<file path="config.mk">
export PLATFORM = sky130hd
export DESIGN_NAME = microwave_ctrl_flat
export DESIGN_NICKNAME = d
export VERILOG_FILES = /design/src/rtl/microwave_pkg.sv /design/src/rtl/microwave_ctrl_if.sv /design/src/rtl/microwave_ctrl_tick_gen.sv /design/src/rtl/microwave_ctrl.sv /design/src/flat_wrapper.sv
export SDC_FILE = /design/constraint.sdc
export NUM_CORES = 1
export LEC_CHECK = 0
export BUFFER_PORTS_ARGS = -buffer_cell sky130_fd_sc_hd__buf_2
export CAP_MARGIN = 25
export CELL_PAD_IN_SITES_DETAIL_PLACEMENT = 0
export CELL_PAD_IN_SITES_GLOBAL_PLACEMENT = 1
export CORE_ASPECT_RATIO = 1.25
export CORE_MARGIN = 2
export CORE_UTILIZATION = 46
export CTS_CLUSTER_DIAMETER = 60
export DETAILED_ROUTE_END_ITERATION = 6
export GPL_ROUTABILITY_DRIVEN = 0
export HOLD_SLACK_MARGIN = 0.08
export PLACE_DENSITY_LB_ADDON = 0.1
export SLEW_MARGIN = 20
export SYNTH_ARGS = -nofsm -noshare
export SYNTH_HDL_FRONTEND = slang
export SYNTH_HIERARCHICAL = 1
export SYNTH_SLANG_ARGS = --single-unit
</file>
<file path="constraint.sdc">
create_clock -name clock -period 2.6 [get_ports clock]
set_input_delay 0.39 -clock clock [delete_from_list [all_inputs] [get_ports clock]]
set_output_delay 0.39 -clock clock [all_outputs]
set_load 0.05 [all_outputs]
</file>
<file path="src/rtl/microwave_pkg.sv">
// rtl/microwave_pkg.sv - shared state encoding and parameter defaults for microwave_ctrl
//
// Purpose : controller state codes (also shown on the display), default
//           timing parameters and the keypad digit filter.
// Ports   : none (package).

package microwave_pkg;

  typedef enum logic [1:0] {
    IDLE   = 2'd0,
    COOK   = 2'd1,
    PAUSED = 2'd2,
    DONE   = 2'd3
  } state_t;

  // Clock cycles per 1 s tick and seconds of buzzer at the end of cooking.
  localparam int TICK_DIV_DEFAULT = 50_000_000;
  localparam int BEEP_S_DEFAULT   = 3;

  localparam logic [3:0] MAX_DIGIT = 4'd9;

  // Keypad codes above 9 are not BCD digits and never reach the timer.
  function automatic logic is_bcd(input logic [3:0] digit);
    return digit <= MAX_DIGIT;
  endfunction

endpackage

</file>
<file path="src/rtl/microwave_ctrl_if.sv">
// rtl/microwave_ctrl_if.sv - front panel, door and timer signals of microwave_ctrl
//
// Purpose : bundles everything the controller exchanges with its surroundings.
// Ports   : master drives the panel/door/timer-status side (key_valid,
//           key_digit, startn, stopn, door_closed, timer_zero) and observes
//           the controller outputs; slave is the controller (timer_data,
//           timer_loadn, timer_clr, timer_en, mag_on, beep, state_o).

interface microwave_ctrl_if;
  import microwave_pkg::*;

  logic       key_valid;
  logic [3:0] key_digit;
  logic       startn;
  logic       stopn;
  logic       door_closed;
  logic       timer_zero;

  logic [3:0] timer_data;
  logic       timer_loadn;
  logic       timer_clr;
  logic       timer_en;
  logic       mag_on;
  logic       beep;
  state_t     state_o;

  modport master (
    output key_valid, key_digit, startn, stopn, door_closed, timer_zero,
    input  timer_data, timer_loadn, timer_clr, timer_en, mag_on, beep, state_o
  );

  modport slave (
    input  key_valid, key_digit, startn, stopn, door_closed, timer_zero,
    output timer_data, timer_loadn, timer_clr, timer_en, mag_on, beep, state_o
  );

endinterface

</file>
<file path="src/rtl/microwave_ctrl_tick_gen.sv">
// rtl/microwave_ctrl_tick_gen.sv - one-second prescaler for the cooking countdown
//
// Purpose : counts 0..TICK_DIV-1 while run is high and flags the last count.
//           The count is held at 0 whenever run is low, so every new run
//           period starts a full second from zero.
// Ports   : clock  - system clock
//           clearn - synchronous active-low reset
//           run    - count enable (controller is cooking)
//           tick   - high for the one cycle the count sits at TICK_DIV-1

module tick_gen
  import microwave_pkg::*;
#(
  parameter int TICK_DIV = TICK_DIV_DEFAULT
) (
  input  logic clock,
  input  logic clearn,
  input  logic run,
  output logic tick
);

  localparam int            CW   = (TICK_DIV > 2) ? $clog2(TICK_DIV) : 1;
  localparam logic [CW-1:0] LAST = CW'(TICK_DIV - 1);

  logic [CW-1:0] count;

  always_ff @(posedge clock) begin
    if (!clearn || !run || count == LAST) begin
      count <= '0;
    end else begin
      count <= count + CW'(1);
    end
  end

  assign tick = run && (count == LAST);

endmodule

</file>
<file path="src/rtl/microwave_ctrl.sv">
// rtl/microwave_ctrl.sv - microwave oven sequencing controller
//
// Purpose : keypad entry into an external BCD minute/second timer, start/stop/
//           door handling, magnetron enable while cooking, one count-down
//           pulse per second, buzzer at the end.
// Ports   : clock  - system clock, all state changes on the rising edge
//           clearn - synchronous active-low reset
//           bus    - microwave_ctrl_if.slave: key_valid/key_digit keypad,
//                    startn/stopn buttons (active-low, debounced),
//                    door_closed, timer_zero in; timer_data/timer_loadn/
//                    timer_clr/timer_en timer control, mag_on, beep and
//                    state_o display code out.

module microwave_ctrl
  import microwave_pkg::*;
#(
  parameter int TICK_DIV = TICK_DIV_DEFAULT,
  parameter int BEEP_S   = BEEP_S_DEFAULT
) (
  input  logic              clock,
  input  logic              clearn,
  microwave_ctrl_if.slave   bus
);

  // The buzzer runs for whole seconds, counted directly in clock cycles.
  localparam int            BEEP_CYC  = BEEP_S * TICK_DIV;
  localparam int            BW        = $clog2(BEEP_CYC);
  localparam logic [BW-1:0] BEEP_LAST = BW'(BEEP_CYC - 1);

  state_t        state;
  state_t        state_n;

  logic          start_q;
  logic          stop_q;
  logic          start_ev;
  logic          stop_ev;
  logic          key_ok;
  logic          cooking;
  logic          tick;
  logic [BW-1:0] beep_cnt;

  logic          loadn_d;
  logic          clr_d;
  logic [3:0]    data_d;
  logic          loadn_q;
  logic          clr_q;
  logic [3:0]    data_q;

  // Button presses are the 1 -> 0 transitions of the active-low levels.
  always_ff @(posedge clock) begin
    if (!clearn) begin
      start_q <= 1'b1;
      stop_q  <= 1'b1;
    end else begin
      start_q <= bus.startn;
      stop_q  <= bus.stopn;
    end
  end

  assign start_ev = start_q & ~bus.startn;
  assign stop_ev  = stop_q & ~bus.stopn;
  assign key_ok   = bus.key_valid & is_bcd(bus.key_digit);
  assign cooking  = (state == COOK);

  tick_gen #(
    .TICK_DIV (TICK_DIV)
  ) u_tick_gen (
    .clock  (clock),
    .clearn (clearn),
    .run    (cooking),
    .tick   (tick)
  );

  always_ff @(posedge clock) begin
    if (!clearn) begin
      state <= IDLE;
    end else begin
      state <= state_n;
    end
  end

  always_ff @(posedge clock) begin
    if (!clearn || state != DONE) begin
      beep_cnt <= '0;
    end else if (beep_cnt != BEEP_LAST) begin
      beep_cnt <= beep_cnt + BW'(1);
    end
  end

  // Next state plus the registered timer strobes. Stop is tested before
  // start everywhere so a simultaneous press always cancels.
  always_comb begin
    state_n = state;
    loadn_d = 1'b1;
    clr_d   = 1'b0;
    data_d  = '0;
    case (state)
      IDLE: begin
        if (key_ok) begin
          loadn_d = 1'b0;
          data_d  = bus.key_digit;
        end
        if (stop_ev) begin
          clr_d = 1'b1;
        end else if (start_ev && bus.door_closed && !bus.timer_zero) begin
          state_n = COOK;
        end
      end
      COOK: begin
        // Reaching 0:00 ends cooking even if the door opens on the same cycle.
        if (bus.timer_zero) begin
          state_n = DONE;
        end else if (stop_ev || !bus.door_closed) begin
          state_n = PAUSED;
        end
      end
      PAUSED: begin
        if (stop_ev) begin
          clr_d   = 1'b1;
          state_n = IDLE;
        end else if (start_ev && bus.door_closed) begin
          state_n = COOK;
        end
      end
      DONE: begin
        // Any key press silences the buzzer but is not loaded.
        if (stop_ev || !bus.door_closed || bus.key_valid || beep_cnt == BEEP_LAST) begin
          state_n = IDLE;
        end
      end
      default: state_n = IDLE;
    endcase
  end

  // Timer clear is held high through reset so the display reads 0:00.
  always_ff @(posedge clock) begin
    if (!clearn) begin
      loadn_q <= 1'b1;
      clr_q   <= 1'b1;
      data_q  <= '0;
    end else begin
      loadn_q <= loadn_d;
      clr_q   <= clr_d;
      data_q  <= data_d;
    end
  end

  assign bus.timer_loadn = loadn_q;
  assign bus.timer_data  = data_q;
  assign bus.timer_clr   = clr_q;
  assign bus.timer_en    = tick & cooking & ~bus.timer_zero;
  assign bus.mag_on      = cooking;
  assign bus.beep        = (state == DONE);
  assign bus.state_o     = state;

endmodule

</file>
<file path="src/flat_wrapper.sv">
// flat-port wrapper written by rule: the top's interface ports become plain ports
module microwave_ctrl_flat import microwave_pkg::*;
#(
  parameter int TICK_DIV = TICK_DIV_DEFAULT,
  parameter int BEEP_S   = BEEP_S_DEFAULT
)
  (clock, clearn, bus_key_valid, bus_key_digit, bus_startn, bus_stopn, bus_door_closed, bus_timer_zero, bus_timer_data, bus_timer_loadn, bus_timer_clr, bus_timer_en, bus_mag_on, bus_beep, bus_state_o);
  microwave_ctrl_if bus_i ();
  input  logic clock;
  input  logic clearn;
  input wire logic [$bits(bus_i.key_valid)-1:0] bus_key_valid;
  input wire logic [$bits(bus_i.key_digit)-1:0] bus_key_digit;
  input wire logic [$bits(bus_i.startn)-1:0] bus_startn;
  input wire logic [$bits(bus_i.stopn)-1:0] bus_stopn;
  input wire logic [$bits(bus_i.door_closed)-1:0] bus_door_closed;
  input wire logic [$bits(bus_i.timer_zero)-1:0] bus_timer_zero;
  output wire logic [$bits(bus_i.timer_data)-1:0] bus_timer_data;
  output wire logic [$bits(bus_i.timer_loadn)-1:0] bus_timer_loadn;
  output wire logic [$bits(bus_i.timer_clr)-1:0] bus_timer_clr;
  output wire logic [$bits(bus_i.timer_en)-1:0] bus_timer_en;
  output wire logic [$bits(bus_i.mag_on)-1:0] bus_mag_on;
  output wire logic [$bits(bus_i.beep)-1:0] bus_beep;
  output wire logic [$bits(bus_i.state_o)-1:0] bus_state_o;
  assign bus_i.key_valid = bus_key_valid;
  assign bus_i.key_digit = bus_key_digit;
  assign bus_i.startn = bus_startn;
  assign bus_i.stopn = bus_stopn;
  assign bus_i.door_closed = bus_door_closed;
  assign bus_i.timer_zero = bus_timer_zero;
  assign bus_timer_data = bus_i.timer_data;
  assign bus_timer_loadn = bus_i.timer_loadn;
  assign bus_timer_clr = bus_i.timer_clr;
  assign bus_timer_en = bus_i.timer_en;
  assign bus_mag_on = bus_i.mag_on;
  assign bus_beep = bus_i.beep;
  assign bus_state_o = bus_i.state_o;
  microwave_ctrl #(.TICK_DIV(TICK_DIV), .BEEP_S(BEEP_S)) u_core (.clock(clock), .clearn(clearn), .bus(bus_i));
endmodule
</file>
==> results of run 1 <==
-- flip-flops by register name, indices dropped and copies added (netlist names) --
name                     cells
u_core/bus.state_o           2
u_core/bus.timer_data        4
u_core/beep_cnt             28
u_core/bus.timer_loadn       1
u_core/stop_q                1
u_core/u_tick_gen/count     26
u_core/start_q               1
u_core/bus.timer_clr         1
-- Yosys cell counts, drive strengths merged (8+ instances only) --
cell type	instances	area share (%)
dfxtp	64	42
nand3	15	3.0
buf	8	2.1
nor3	15	2.5
nand4	11	3.4
a21oi	21	3.6
xnor2	29	8.3
inv	17	2.1
nand2	24	3.2
or4	12	3.2
o21ai	14	2.3
or3	11	2.4
nor2	40	4.9
-- worst max-delay path: stages, from the launching register on --
cell and delay [ps]:
dfxtp_2 330, or4_1 520, or4_4 560, nor3_2 130
and3b_1 190, buf_6 160
-- timing repair --
item,in CTS,in global routing
pin swaps,2,4
resized for setup,7,9
buffers inserted,2,4
endpoints found under the setup margin,1,1
-- per-layer routing --
metal | vias up | global-route usage, % | wire (um)
met1 | 1148 | 18.53 | 2639
met5 | - | 0 | 0
met3 | 5 | 3.314 | 163
met4 | 0 | 11.36 | 55
li1 | 1271 | - | -
met2 | 27 | 31.36 | 3122
-- cell families (layout without fill, tap and decap cells) --
group / Yosys count / in the layout
AOI/OAI and AO/OA: 50 / 50
muxes: 1 / 1
and+or+nand+nor: 165 / 165
buffers and inverters: 28 / 63
xor gates and xnor gates: 33 / 33
DFF: 64 / 64
adders and majority gates: 2 / 2
-- cell type report --
| class | instances | area, sq um | share of cell area, % |
|---|---|---|---|
| inverter | 17 | 63.81 | 1.821 |
| clock buffer | 12 | 155.1 | 4.429 |
| tap | 87 | 108.9 | 3.107 |
| multi-input combinational | 251 | 1663 | 47.46 |
| timing repair buffer | 33 | 214.0 | 6.107 |
| sequential | 64 | 1294 | 36.93 |
| clock inverter | 1 | 5.005 | 0.1429 |
-- power breakdown --
group / internal (mW) / switching (mW) / leakage, nW
Clock: 0.381 / 0.345 / 0.0842
Sequential: 0.986 / 0.00309 / 0.521
Combinational: 0.0214 / 0.0389 / 0.483
Total: 1.39 / 0.387 / 1.09
-- stage by stage --
step | cell area, sq um | std cells | hold WS [ps]
floorplan | 3060 | 343 | 436.9
global placement | 3256 | 446 | 451.0
detailed placement | 3256 | 446 | 462.5
CTS | 3451 | 461 | 238.6
global route | 3503 | 465 | 246.0
finish | 3503 | 465 | 252.3
-- worst max path at each step --
stage                               to  slack [ps]  cells after the start
final                     bus_timer_en           6                      5
after global routing      bus_timer_en         -60                      5
after CTS                 bus_timer_en         -80                      5
after detailed placement  bus_timer_en         130                      5
after global placement    bus_timer_en         160                      5
after floorplan           bus_timer_en         130                      4
==> flow_summary_export.csv, run 1 <==
group,metric,value,unit
power_and_ir_drop,cellPowerDensity,506.7,nW/um^2
yosys,synth_top_family_by_area,"simple AND/OR/NAND/NOR gates",
timing,rsz0062_at_grt,"true",
final_layout,nets,389,
timing,fmax,385.5,MHz
clocking,cts_buffer_depth,2,
clocking,cts.sinks,64,
worst_hold_path,hold_start,"bus_stopn",
power_and_ir_drop,irDropWorstVdd,0.2157,mV
setup_path,startpoint_type,"flop",
grt,grt_first_pass_wirelength,10050,um
grt,overflow,0,
grt,grt_antenna_before_repair,0,
grt,grt_max_degree,29,
drt,drtIter0Drc,81,
drt,wl_per_cell,12.86,um
yosys,synthesis.nets,356,
final_layout,drive_gt1_share,21.43,%
setup_path,rrSetupSlack,400,ps
floorplanning,dieWidth,76.93,um
clocking,cts_root_buf,"clkbuf_8",
yosys,synth-async-reset-ratio,0,%
clocking,htree_levels,3,
setup_path,critPathRequiredTime,2210,ps
yosys,synth.avg_cell_area,8.915,sq um
timing,finalHoldViolCount,0,
status,status,"finished, final reports clean",
clocking,clk_pin_slew,60,ps
clocking,hold_buffers,0,
setup_path,cp_max_fo,3,
yosys,yosysUniqueCellTypes,47,
drt,firstDrtPassIters,4,
final_layout,area_growth,14.57,%
floorplanning,coreArea,6482,sq um
power_and_ir_drop,power.total,1.775,mW
yosys,synth_compound_area_share,11.25,%
grt,grt_pass1_vias,2317,
yosys,synth_fa_ha_area_share,0.8183,%
yosys,muxShareOfSynthArea,0.3273,%
yosys,synth_edf_count,0,
yosys,netlist_area,3058,sq um
yosys,ys_warn_count,6,
timing,finalCritPeriodShare,99.78,%
timing,finalWorstSetupSlack,5.724,ps
setup_path,cp-end-kind,"primary output",
setup_path,r2r-start,"u_core/u_tick_gen/count[0]",
clocking,cts_tree,"built",
grt,grtUsageTotal,17.34,%
drt,drc_errors,0,
worst_hold_path,hold_depth,2,
timing,fin_setup_tns,0,ps
floorplanning,dieArea,7320,sq um
clocking,clk_latency,330,ps
timing,drv_slew,0,
drt,ant_nets,0,
yosys,synth-simple-area-share,31.67,%
timing,post-route-min-period,2594,ps
flow_run,maxCapViolations,0,
yosys,ys.flop_type,"dfxtp_1",
timing,worst_pin_slew,424.7,ps
drt,detail_route.vias_per_cell,5.271,
place,pre_cts_ws,127.2,ps
place,io_buffer_count,21,
drt,wirelength,5982,um
yosys,synthXorXnorAreaFrac,9.452,%
final_layout,layout_commonest_cell,"dfxtp_1",
place,dp_hpwl,4131,um
timing,setup_viol,0,
setup_path,r2r_end,"u_core/u_tick_gen/count[22]",
worst_hold_path,min_to,"u_core/stop_q",
floorplanning,num_rows,33,
final_layout,final_core_util,54.04,%
drt,vias,2451,
setup_path,worst_r2r_path_depth,6,
final_layout,fillers,629,
setup_path,worstSetupPathType,"reg -> out",
final_layout,antenna_cells,0,
setup_path,setup.worst_path.start,"u_core/u_tick_gen/count[11]",
clocking,numCtsBuffers,9,
yosys,syn_inst,343,
final_layout,final_cell_mix,"dfxtp_1, nor2_1, xnor2_1",
floorplanning,ios,22,
setup_path,critPathArrivalTime,2200,ps
floorplanning,initial_core_util,47.17,%
timing,clock_skew,5.807,ps
power_and_ir_drop,cellLeakagePower,1.088,nW
floorplanning,fp.dieH,95.16,um
worst_hold_path,min_path_type,"in -> reg",
yosys,synth-seq-cells,64,
timing,relSlewSlack,71.60,%
yosys,yosysSeqAreaShare,41.90,%
Note: power is estimated with default switching activity, not from simulation.
==> run 2: changes to the inputs <==
--- a/config.mk
+++ b/config.mk
@@ -5,13 +5,14 @@
 export SDC_FILE = /design/constraint.sdc
 export NUM_CORES = 1
 export LEC_CHECK = 0
+export ABC_AREA = 1
 export BUFFER_PORTS_ARGS = -buffer_cell sky130_fd_sc_hd__buf_2
 export CAP_MARGIN = 25
 export CELL_PAD_IN_SITES_DETAIL_PLACEMENT = 0
 export CELL_PAD_IN_SITES_GLOBAL_PLACEMENT = 1
 export CORE_ASPECT_RATIO = 1.25
 export CORE_MARGIN = 2
-export CORE_UTILIZATION = 46
+export CORE_UTILIZATION = 43
 export CTS_CLUSTER_DIAMETER = 60
 export DETAILED_ROUTE_END_ITERATION = 6
 export GPL_ROUTABILITY_DRIVEN = 0
==> run 2 against run 1 <==
- worst hold slack got worse by 25 ps
- clock power increased by 13%
- non-clock buffer count decreased by 11
- synthesized area increased by 16%
- sequential cell count unchanged
- critical endpoint unchanged
==> flow_summary_export.csv, run 2 <==
group,metric,value,unit
status,status,"finished, final reports clean",
power_and_ir_drop,cellLeakagePower,1.486,nW
yosys,synth.avg_cell_area,6.664,sq um
power_and_ir_drop,clkPwrFrac,44.0,%
timing,finalCritPeriodShare,92.18,%
timing,relSlewSlack,44.94,%
timing,setup_viol,0,
yosys,synthTopCellsByCount,"nand2_1, nor2_1, inv_1, dfxtp_1, a21oi_1",
yosys,syn_inst,531,
floorplanning,num_rows,37,
power_and_ir_drop,sw_frac_of_total,23.79,%
power_and_ir_drop,irDropWorstVdd,0.2519,mV
setup_path,crit_chain,"ha_1 > nand3_1 > nor2_2 > nand2_2 > nor3b_1 > nand2_1 > nor2_1 > buf_2",
grt,grt_pass1_vias,3168,
timing,post-route-min-period,2397,ps
flow_run,maxCapViolations,0,
clocking,cts_tree,"built",
clocking,clk_pin_slew,70,ps
setup_path,worstSetupPathType,"reg -> out",
drt,drtIter0Drc,144,
grt,grtUsageTotal,19.28,%
power_and_ir_drop,cellPowerDensity,475.1,nW/um^2
yosys,yosysUniqueCellTypes,38,
drt,detail_route.vias_per_cell,4.891,
clocking,cts_root_buf,"clkbuf_8",
timing,fin_setup_tns,0,ps
drt,wl_met3,158,um
setup_path,cp_num_buf_inv,1,
clocking,hold_buffers,0,
final_layout,layout_commonest_cell,"nand2_1",
clocking,cts.sinks,64,
final_layout,drive_gt1_share,14.51,%
clocking,cts_buffer_depth,2,
timing,finalWorstSetupSlack,203.4,ps
final_layout,largest_register,"u_core/beep_cnt",
worst_hold_path,hold_depth,3,
floorplanning,ios,22,
yosys,synth_area_leaders,"dfxtp_1, nand2_1, nor2_1, inv_1, a21oi_1",
yosys,synthesis.nets,544,
yosys,yosysSeqAreaShare,36.21,%
place,pre_cts_ws,480.3,ps
timing,worst_pin_slew,825.0,ps
drt,drc_errors,0,
timing,drv_slew,0,
drt,vias,3238,
setup_path,cp-end-kind,"primary output",
drt,wirelength,8053,um
yosys,yosysTopAreaCellShare,36.21,%
power_and_ir_drop,internal_power,1.425,mW
setup_path,cp_max_fo,3,
yosys,netlist_area,3538,sq um
timing,whs,226.9,ps
grt,overflow,0,
setup_path,critPathTopFamily,"simple AND/OR/NAND/NOR gates",
grt,grt_first_pass_wirelength,13860,um
timing,rsz0062_at_grt,"false",
floorplanning,dieWidth,85.14,um
setup_path,startpoint_type,"flop",
setup_path,path_depth,8,
setup_path,critPathRequiredTime,2210,ps
grt,grt_max_degree,26,
floorplanning,fp.dieH,105.4,um
power_and_ir_drop,power.total,1.870,mW
floorplanning,coreArea,8102,sq um
worst_hold_path,min_path_type,"in -> reg",
setup_path,slowest_delay,360,ps
clocking,numCtsBuffers,9,
yosys,synth-seq-cells,64,
drt,firstDrtPassIters,4,
final_layout,final_cell_mix,"nand2_1, nor2_1, inv_1",
yosys,ys_warn_count,6,
yosys,synth-async-reset-ratio,0,%
drt,wl_per_cell,12.16,um
yosys,ys.flop_type,"dfxtp_1",
timing,clock_skew,9.482,ps
timing,finalHoldViolCount,0,
drt,dr_wl_met2,4310,um
yosys,yosysTopAreaCell,"dfxtp_1",
drt,routed.top_layer,"met4",
final_layout,largest_reg_flops,28,
setup_path,crit_path_top_delay_cell,"dfxtp_1",
floorplanning,dieArea,8975,sq um
place,dp_hpwl,6232,um
place,io_buffer_count,21,
floorplanning,initial_core_util,43.68,%
grt,grt_antenna_before_repair,0,
yosys,synth_edf_count,0,
timing,fmax,417.3,MHz
clocking,htree_levels,3,
final_layout,antenna_cells,0,
final_layout,nets,573,
power_and_ir_drop,p_sw,0.4450,mW
power_and_ir_drop,sequentialPowerShare,52.9,%
yosys,yosysMostFrequentCell,"nand2_1",
setup_path,critPathArrivalTime,2010,ps
setup_path,worst_r2r_path_depth,6,
power_and_ir_drop,pwr-share-comb,3.1,%
final_layout,final_core_util,48.59,%
clocking,clk_latency,350,ps
drt,ant_nets,0,
drt,wl_met1,3424,um
final_layout,area_growth,11.24,%
-- run 2: path summary, 6_finish.rpt --
path / end / slack [ps] / from
worst min register to register: u_core/u_tick_gen/count[0] / 460 / u_core/u_tick_gen/count[0]
worst max register to register: u_core/u_tick_gen/count[23] / 760 / u_core/u_tick_gen/count[0]
worst max-delay path: bus_timer_en / 200 / u_core/u_tick_gen/count[0]
worst min-delay path: u_core/stop_q / 230 / bus_stopn
-- run 2: per-layer routing --
layer / GRT usage (%) / vias to the layer above
li1: - / 1733
met1: 21.02 / 1467
met2: 35.71 / 26
met3: 3.524 / 12
met4: 8.277 / 0
met5: 0 / -
-- run 2: power by group through the flow --
stage	clock, mW	sequential (mW)	combinational (mW)
floorplan	0	1.03	0.0237
global route	0.887	0.989	0.0634
detailed placement	0	1.01	0.0583
CTS	0.854	0.989	0.0584
global placement	0	1.01	0.0580
finish	0.823	0.989	0.0577
-- run 2: cell families (layout without fill, tap and decap cells) --
kind of cell               Yosys count  in the layout  share of synthesized area [%]
adders and majority gates            2              2                         0.7071
buffers and inverters               76            110                          8.557
xor gates and xnor gates            14             14                          3.465
and+or+nand+nor                    323            323                          42.96
DFF                                 64             64                          36.21
AOI/OAI and AO/OA                   52             52                          8.097
-- run 2: cell type report --
type                    count  area, sq um
inverters                  72        271.5
well taps                  97        121.4
clock inverters             4        27.53
repair buffers             22        112.6
fillers                   876         4165
clock buffers              12        165.2
multi-input cells         391         1957
flip-flops and latches     64         1281
-- run 2: stage by stage --
step / cells / cell area [sq um]
detailed placement: 646 / 3741
global route: 662 / 3936
CTS: 662 / 3934
global placement: 646 / 3741
finish: 662 / 3936
floorplan: 531 / 3538
-- run 2: tightest hold or removal path: cells and delay by family --
kind                   cells  cell delay (ps)
buffers and inverters      2              110
and+or+nand+nor            1               40
-- run 2: repair_timing --
item                                    CTS  global route
gates resized for setup                   0             1
setup buffers                             0             0
endpoints found under the hold margin     0             0
endpoints found under the setup margin    0             1
==> run 3: changes to the inputs <==
--- a/config.mk
+++ b/config.mk
@@ -17,8 +17,8 @@
 export DETAILED_ROUTE_END_ITERATION = 6
 export GPL_ROUTABILITY_DRIVEN = 0
 export HOLD_SLACK_MARGIN = 0.08
-export PLACE_DENSITY_LB_ADDON = 0.1
-export SLEW_MARGIN = 20
+export PLACE_DENSITY = 0.77
+export SLEW_MARGIN = 25
 export SYNTH_ARGS = -nofsm -noshare
 export SYNTH_HDL_FRONTEND = slang
 export SYNTH_HIERARCHICAL = 1
==> run 3 against run 2 <==
- non-clock buffer count decreased by 1
- die area unchanged
- first-iteration DRC count decreased by 6.3%
- global-route usage decreased by 0.32 points
- clock skew increased by 2.9 ps
- critical path depth unchanged
- count of clock-buffer cells in the layout decreased by 2
- sequential cell count unchanged
- fmax increased by 0.47%
- register-to-register slack improved by 20 ps
==> flow_summary_export.csv, run 3 (synthesis results as in run 2) <==
group,metric,value,unit
drt,drc_errors,0,
final_layout,area_growth,11.81,%
timing,post-route-min-period,2385,ps
clocking,numCtsBuffers,9,
drt,firstDrtPassIters,4,
power_and_ir_drop,cellPowerDensity,508.6,nW/um^2
timing,finalCritPeriodShare,91.75,%
grt,grt_antenna_before_repair,0,
final_layout,multi_input_area,1957,sq um
floorplanning,num_rows,37,
timing,finalHoldViolCount,0,
grt,overflow,0,
clocking,htree_levels,3,
floorplanning,initial_core_util,43.68,%
clocking,cts_tree,"built",
final_layout,final_core_util,48.83,%
floorplanning,fp.dieH,105.4,um
setup_path,cp-end-kind,"primary output",
timing,fmax,419.2,MHz
final_layout,final_cell_mix,"nand2_1, nor2_1, inv_1",
place,io_buffer_count,21,
floorplanning,dieWidth,85.14,um
final_layout,drive_gt1_share,14.36,%
timing,drv_slew,0,
clocking,clk_pin_slew,70,ps
drt,wl_per_cell,12.04,um
setup_path,worstSetupPathType,"reg -> out",
timing,fin_setup_tns,0,ps
final_layout,layout_commonest_cell,"nand2_1",
drt,vias,3217,
timing,setup_viol,0,
final_layout,seq_area,1281,sq um
power_and_ir_drop,cellLeakagePower,1.502,nW
timing,worst_pin_slew,817.4,ps
worst_hold_path,min_path_type,"in -> reg",
floorplanning,coreArea,8102,sq um
clocking,cts_setup_buffers,0,
grt,grt_pass1_vias,3087,
floorplanning,ios,22,
drt,wirelength,7956,um
drt,drtIter0Drc,135,
grt,grt_max_degree,26,
setup_path,cp_max_fo,3,
final_layout,largest_reg_flops,28,
timing,rsz0062_at_grt,"false",
floorplanning,dieArea,8975,sq um
setup_path,critPathArrivalTime,2000,ps
timing,relSlewSlack,45.44,%
status,status,"finished, final reports clean",
flow_run,maxCapViolations,0,
clocking,cts_root_buf,"clkbuf_8",
setup_path,critPathRequiredTime,2210,ps
clocking,cts_buffer_depth,2,
clocking,clk_latency,350,ps
setup_path,startpoint_type,"flop",
power_and_ir_drop,irDropWorstVdd,0.2943,mV
final_layout,antenna_cells,0,
power_and_ir_drop,power.total,2.012,mW
final_layout,largest_register,"u_core/beep_cnt",
clocking,cts.sinks,64,
timing,clock_skew,12.36,ps
drt,detail_route.vias_per_cell,4.867,
final_layout,fillers,862,
drt,ant_nets,0,
place,dp_hpwl,6138,um
final_layout,nets,572,
grt,grt_first_pass_wirelength,13630,um
grt,grtUsageTotal,18.96,%
run 3: cell types whose count changed in the layout (fill, tap and decap cells not counted):
cell / delta
bufinv_16: +2
clkbuf_8: -2
clkinv_2: +2
clkinvlp_4: -2
buf_4: -1
run 3: layout make-up:
type	count	area share, %
inverter	72	6.863
sequential	64	32.38
tap	97	3.068
clock buffer	10	3.479
timing repair buffer	21	2.657
multi-input combinational	391	49.46
clock inverter	6	2.087
run 3: final timing paths:
path	start	slack, ps	depth (start not counted)	endpoint
worst max-delay path	u_core/u_tick_gen/count[0]	210	8	bus_timer_en
worst min-delay path	bus_stopn	230	3	u_core/stop_q
worst max register to register	u_core/u_tick_gen/count[0]	780	6	u_core/u_tick_gen/count[19]
worst min register to register	u_core/u_tick_gen/count[0]	440	1	u_core/u_tick_gen/count[0]
run 3: metrics by stage:
stage,hold slack (ps),setup WS [ps],cell area (sq um),instances
global route,240.9,7.401,3956,661
CTS,214.8,84.17,3954,661
finish,228.2,214.6,3956,661
global placement,433.6,463.7,3734,645
detailed placement,438.3,472.9,3734,645
floorplan,417.3,38.97,3538,531
run 3: metal layers:
metal | GRT usage [%] | up-vias | share of wire [%]
met5 | 0 | - | 0
met3 | 3.681 | 15 | 1.8
li1 | - | 1728 | -
met4 | 8.957 | 0 | 2.3
met1 | 20.78 | 1442 | 43
met2 | 34.43 | 32 | 53
run 3: critical path, cell delays in order (launching register included):
cell and delay [ps]:
dfxtp_1 350, ha_1 220, nand3_1 140, nor2_2 210, nand2_2 120, nor3b_1 190
nand2_1 70, nor2_1 80, buf_2 260
run 3: power breakdown:
part | total [mW] | switching, mW | internal (mW)
Combinational | 0.0576 | 0.0410 | 0.0166
Sequential | 0.989 | 0.00244 | 0.986
Clock | 0.966 | 0.405 | 0.561
Total | 2.01 | 0.449 | 1.56
run 3: repair_timing:
item,4_1_cts,5_1_grt
hold buffers,0,0
endpoints found under the setup margin,0,1
gates resized for setup,0,1
